`src/rtl/seq_shifter.sv`:
```
// Multi-cycle shifter/rotator: shifts by up to STEP positions per clock in SHIFT state,
// reporting the last bit moved out on carry and pulsing done when the result is ready.
module seq_shifter #(
  parameter int unsigned WIDTH = 32,
  parameter int unsigned STEP  = 1,
  localparam int unsigned AW   = $clog2(WIDTH) + 1
) (
  input  logic             clk,
  input  logic             clr,
  input  logic             start,
  input  logic [2:0]       op,
  input  logic [WIDTH-1:0] data,
  input  logic [AW-1:0]    amount,
  output logic             busy,
  output logic             done,
  output logic [WIDTH-1:0] result,
  output logic             carry
);

  localparam logic [2:0] OpShl = 3'b000;
  localparam logic [2:0] OpShr = 3'b001;
  localparam logic [2:0] OpSra = 3'b010;
  localparam logic [2:0] OpRol = 3'b011;
  localparam logic [2:0] OpRor = 3'b100;

  localparam logic [AW-1:0] StepA  = AW'(STEP);
  localparam logic [AW-1:0] WidthA = AW'(WIDTH);

  typedef enum logic [1:0] {StIdle, StShift, StDone} state_e;

  state_e           state_q, state_d;
  logic [WIDTH-1:0] result_q, result_d;
  logic             carry_q, carry_d;
  logic [AW-1:0]    remaining_q, remaining_d;
  logic [2:0]       op_q, op_d;

  logic [AW-1:0]    k;
  logic [WIDTH:0]   left_ext;   // {bit shifted out, shl result}
  logic [WIDTH:0]   right_ext;  // {shr result, bit shifted out}
  logic [WIDTH-1:0] sra_res;
  logic [WIDTH-1:0] rol_res;
  logic [WIDTH-1:0] ror_res;

  always_comb begin
    k         = (remaining_q > StepA) ? StepA : remaining_q;
    left_ext  = {1'b0, result_q} << k;
    right_ext = {result_q, 1'b0} >> k;
    sra_res   = WIDTH'($signed(result_q) >>> k);
    // k == 0 gives a shift by WIDTH on the wrapped half, which contributes nothing.
    rol_res   = (result_q << k) | (result_q >> (WidthA - k));
    ror_res   = (result_q >> k) | (result_q << (WidthA - k));
  end

  always_comb begin
    state_d     = state_q;
    result_d    = result_q;
    carry_d     = carry_q;
    remaining_d = remaining_q;
    op_d        = op_q;

    unique case (state_q)
      StIdle: begin
        if (start) begin
          result_d    = data;
          // Illegal modes degrade to a zero-length pass-through.
          remaining_d = (op > OpRor) ? '0 : amount;
          op_d        = op;
          carry_d     = 1'b0;
          state_d     = StShift;
        end
      end
      StShift: begin
        remaining_d = remaining_q - k;
        case (op_q)
          OpShl: result_d = left_ext[WIDTH-1:0];
          OpShr: result_d = right_ext[WIDTH:1];
          OpSra: result_d = sra_res;
          OpRol: result_d = rol_res;
          OpRor: result_d = ror_res;
          default: result_d = result_q;
        endcase
        if (k != '0) begin
          case (op_q)
            OpShl, OpRol:        carry_d = left_ext[WIDTH];
            OpShr, OpSra, OpRor: carry_d = right_ext[0];
            default:             carry_d = carry_q;
          endcase
        end
        if (remaining_q <= StepA) state_d = StDone;
      end
      StDone:  state_d = StIdle;
      default: state_d = StIdle;
    endcase
  end

  always_ff @(posedge clk or negedge clr) begin
    if (!clr) begin
      state_q     <= StIdle;
      result_q    <= '0;
      carry_q     <= 1'b0;
      remaining_q <= '0;
      op_q        <= '0;
    end else begin
      state_q     <= state_d;
      result_q    <= result_d;
      carry_q     <= carry_d;
      remaining_q <= remaining_d;
      op_q        <= op_d;
    end
  end

  assign busy   = (state_q != StIdle);
  assign done   = (state_q == StDone);
  assign result = result_q;
  assign carry  = carry_q;

endmodule

```
`config.mk`:
```
export PLATFORM = sky130hd
export DESIGN_NAME = seq_shifter
export DESIGN_NICKNAME = d
export VERILOG_FILES = /design/src/rtl/seq_shifter.sv
export SDC_FILE = /design/constraint.sdc
export NUM_CORES = 1
export LEC_CHECK = 0
export ABC_CLOCK_PERIOD_IN_PS = 3600
export CORE_MARGIN = 4
export CORE_UTILIZATION = 23
export CTS_BUF_LIST = sky130_fd_sc_hd__clkbuf_4 sky130_fd_sc_hd__clkbuf_8
export CTS_CLUSTER_SIZE = 16
export DETAILED_ROUTE_END_ITERATION = 10
export SLEW_MARGIN = 20
export SYNTH_ARGS = -nofsm -noshare
export SYNTH_HDL_FRONTEND = slang
export SYNTH_SLANG_ARGS = --single-unit
export TNS_END_PERCENT = 20
```
`constraint.sdc`:
```
create_clock -name clk -period 3.6 [get_ports clk]
set_clock_uncertainty 0.1 [all_clocks]
set_input_delay 0.72 -clock clk [delete_from_list [all_inputs] [get_ports clk]]
set_output_delay 0.72 -clock clk [all_outputs]
set_load 0.01 [all_outputs]
```
==> results.tsv <==
stage	metric	value	unit
run_status	outcome	finished, final reports clean	
global_route	largest net degree at the start of global routing	45	
timing	Fmax	338.7	MHz
floorplan	row count	44	
placement	Post-DP HPWL	9304	microns
timing	RSZ-0062 raised after global routing	false	
timing	Fin. Hold Viols	0	
timing	pins over their slew limit	0	
synth	commonest register cell after synthesis	dfrtp_1	
synth	Synth Warn #	0	
clocking	postcts setup bufs	0	
floorplan	core box area	14640	sq um
synth	synth top area cells	dfrtp_1 32%, mux2i_1 9.8%, nand2_1 7.3%	
clocking	Clock Path Buffers	2	
global_route	first-pass GRT wire length	20590	microns
synth	Syn Std Cell Area	3467	sq um
worst_setup_path	WP data required	3.67	ns
power_and_ir_drop	VDD IR max	314.0	uV
placement	RePlAce Congestion	0.8833	
synth	syn_nets	484	
worst_setup_path	CP max FO	15	
detailed_routing	drt total wl	13110	microns
worst_setup_path	Worst path max stage delay	0.56	ns
floorplan	die width	130.8	microns
detailed_routing	drt pass-1 iters	5	
worst_setup_path	Crit path arrival time	3.03	ns
worst_setup_path	worst-path cell chain	or4_4 > or3_1 > inv_2 > ha_1 > mux2_2 > a221o_1 > a22oi_1 > o22ai_1	
worst_setup_path	WS Path Type	flop to flop	
worst_setup_path	crit path max-delay cell type	or4_4	
worst_setup_path	CP Capture Type	flop	
clocking	Post-CTS Resized	0	
timing	min cycle time layout	2.952	ns
clocking	clock root buffer	clkbuf_8	
power_and_ir_drop	Power Dens Cells	1078	nW/um^2
power_and_ir_drop	leak pwr	1.792	nW
timing	TNS Setup	0	ns
clocking	insertion delay to the later sink of the worst-skew pair	0.31	ns
timing	final setup vio count	0	
job	Max Cap Viol	0	
detailed_routing	Via density	5.472	
global_route	gr usage total	0.1530	
worst_setup_path	FF-to-FF setup slack	0.65	ns
global_route	initial antenna violation count	0	
detailed_routing	starting DRC count in detailed routing	317	
synth	Post-synth top cells	67 x nand2_1, 44 x dfrtp_1, 42 x a21oi_1	
timing	Slew @ Worst Pin	0.7927	ns
clocking	CTS Buf Count	5	
timing	Hold Slack	0.3008	ns
clocking	CTS tree	yes	
synth	Synth top area share	0.3176	
synth	Avg Inst Size Synth	7.916	sq um
floorplan	die height	130.8	microns
clocking	Clock H-tree levels	2	
finish	Final #Nets	546	
synth	post-synthesis async set-or-reset flop share	1.000	
finish	fin util	0.3078	
finish	area grow syn2layout	30.03	%
clocking	clock sinks	44	
synth	Synth area leader	dfrtp_1	
synth	Unique masters post-synth	56	
floorplan	# IOs	79	
synth	Post-synth EDFFs	0	
global_route	total gr overflow	0	
detailed_routing	DRC	0	
placement	dpl ws	0.6715	ns
worst_hold_path	Hold WC Path Type	input port to asynchronous set/reset pin	
synth	Seq cells post-synth	44	
floorplan	Initial Util	0.2368	
clocking	Clock transition at path regs	0.09	ns
clocking	cts hold-fix bufs	0	
worst_setup_path	Critical Path Start Type	flop	
finish	layout cells sized above 1	0.08184	
synth	Mapped Cells	438	
detailed_routing	ANT nets after route	0	
detailed_routing	WL/cell	19.14	microns
detailed_routing	overall via count from detail_route	3748	
placement	Buffers on Ports	78	
floorplan	die area	17100	sq um
timing	Final WS setup	0.6477	ns
synth	sequential area share after synthesis	0.3176	
synth	most frequent cell after synthesis	nand2_1	
global_route	vias in the first global route	3702	
timing	Tcrit/Tclk final	0.8201	
finish	ant diodes	0	
timing	Rel. slew slack	0.4696	
==> state kept, by name (all words and copies together) (netlist names) <==
signal / count
op_q: 3
state_q: 2
carry: 1
remaining_q: 6
result: 32
==> layer usage <==
metal	GRT usage	up-vias	share of wire
li1	-	1744	-
met1	0.2120	1831	0.46
met2	0.2429	146	0.46
met3	0.02683	27	0.059
met4	0.04840	0	0.025
met5	0	-	0
==> path summary, 6_finish.rpt <==
kind,from,to,cells past startpoint
worst max-delay path,remaining_q[2]$_DFFE_PN0P_,result[22]$_DFFE_PN0P_,8
worst min-delay path,clr,state_q[1]$_DFFE_PN0P_,1
min in group clk,remaining_q[5]$_DFFE_PN0P_,state_q[1]$_DFFE_PN0P_,1
max in group asynchronous,clr,result[7]$_DFFE_PN0P_,1
worst min register to register,remaining_q[5]$_DFFE_PN0P_,state_q[1]$_DFFE_PN0P_,1
worst max register to register,remaining_q[2]$_DFFE_PN0P_,result[22]$_DFFE_PN0P_,8
==> per-stage QoR <==
step	instance area, sq um	cells	total power, mW
2_1_floorplan	3467	438	3.284
3_3_place_gp	4408	677	4.440
3_5_place_dp	4408	677	4.477
4_1_cts	4506	685	4.846
5_1_grt	4508	685	5.259
6_report	4508	685	4.859
==> worst max-delay path, delay by kind of cell (launching register included) <==
kind | cells | cell delay [ns]
buffers and inverters | 1 | 0.08
muxes | 1 | 0.35
adders and majority gates | 1 | 0.40
DFF | 1 | 0.42
AOI/OAI and AO/OA | 3 | 0.56
and+or+nand+nor | 2 | 0.92
==> layout make-up <==
| cell class | count | area [sq um] |
|---|---|---|
| Fill cell | 1588 | 10140 |
| Multi-Input combinational cell | 350 | 2166 |
| Sequential cell | 44 | 1101 |
| Timing Repair Buffer | 93 | 890.9 |
| Tap cell | 184 | 230.2 |
| Clock buffer | 8 | 97.59 |
| Inverter | 6 | 22.52 |
==> cells by family after synthesis <==
| logic type | share of synthesized area |
|---|---|
| adder cells (fa/ha/maj) | 0.007216 |
| AND/OR/NAND/NOR | 0.2169 |
| AO/OA/AOI/OAI | 0.2461 |
| buffers and inverters | 0.05990 |
| other | 0.001082 |
| multiplexers | 0.1512 |
| flip-flops | 0.3176 |
==> power by group <==
part           internal (mW)  switching [mW]  leakage, nW  total [mW]
Sequential             0.757           0.553        0.509        1.31
Clock                  0.172           0.186       0.0523       0.358
Combinational           1.45            1.74         1.23        3.19
==> placed cells by master, fill, tap and decap left out, types with 16 or more instances in the layout <==
cell,instances
clkdlybuf4s50_1,77
mux2i_1,34
buf_4,16
nand3_1,21
o21ai_0,36
a21oi_1,42
dfrtp_1,44
nor2_1,34
nand2_1,67
(Power assumes the default switching activity.)
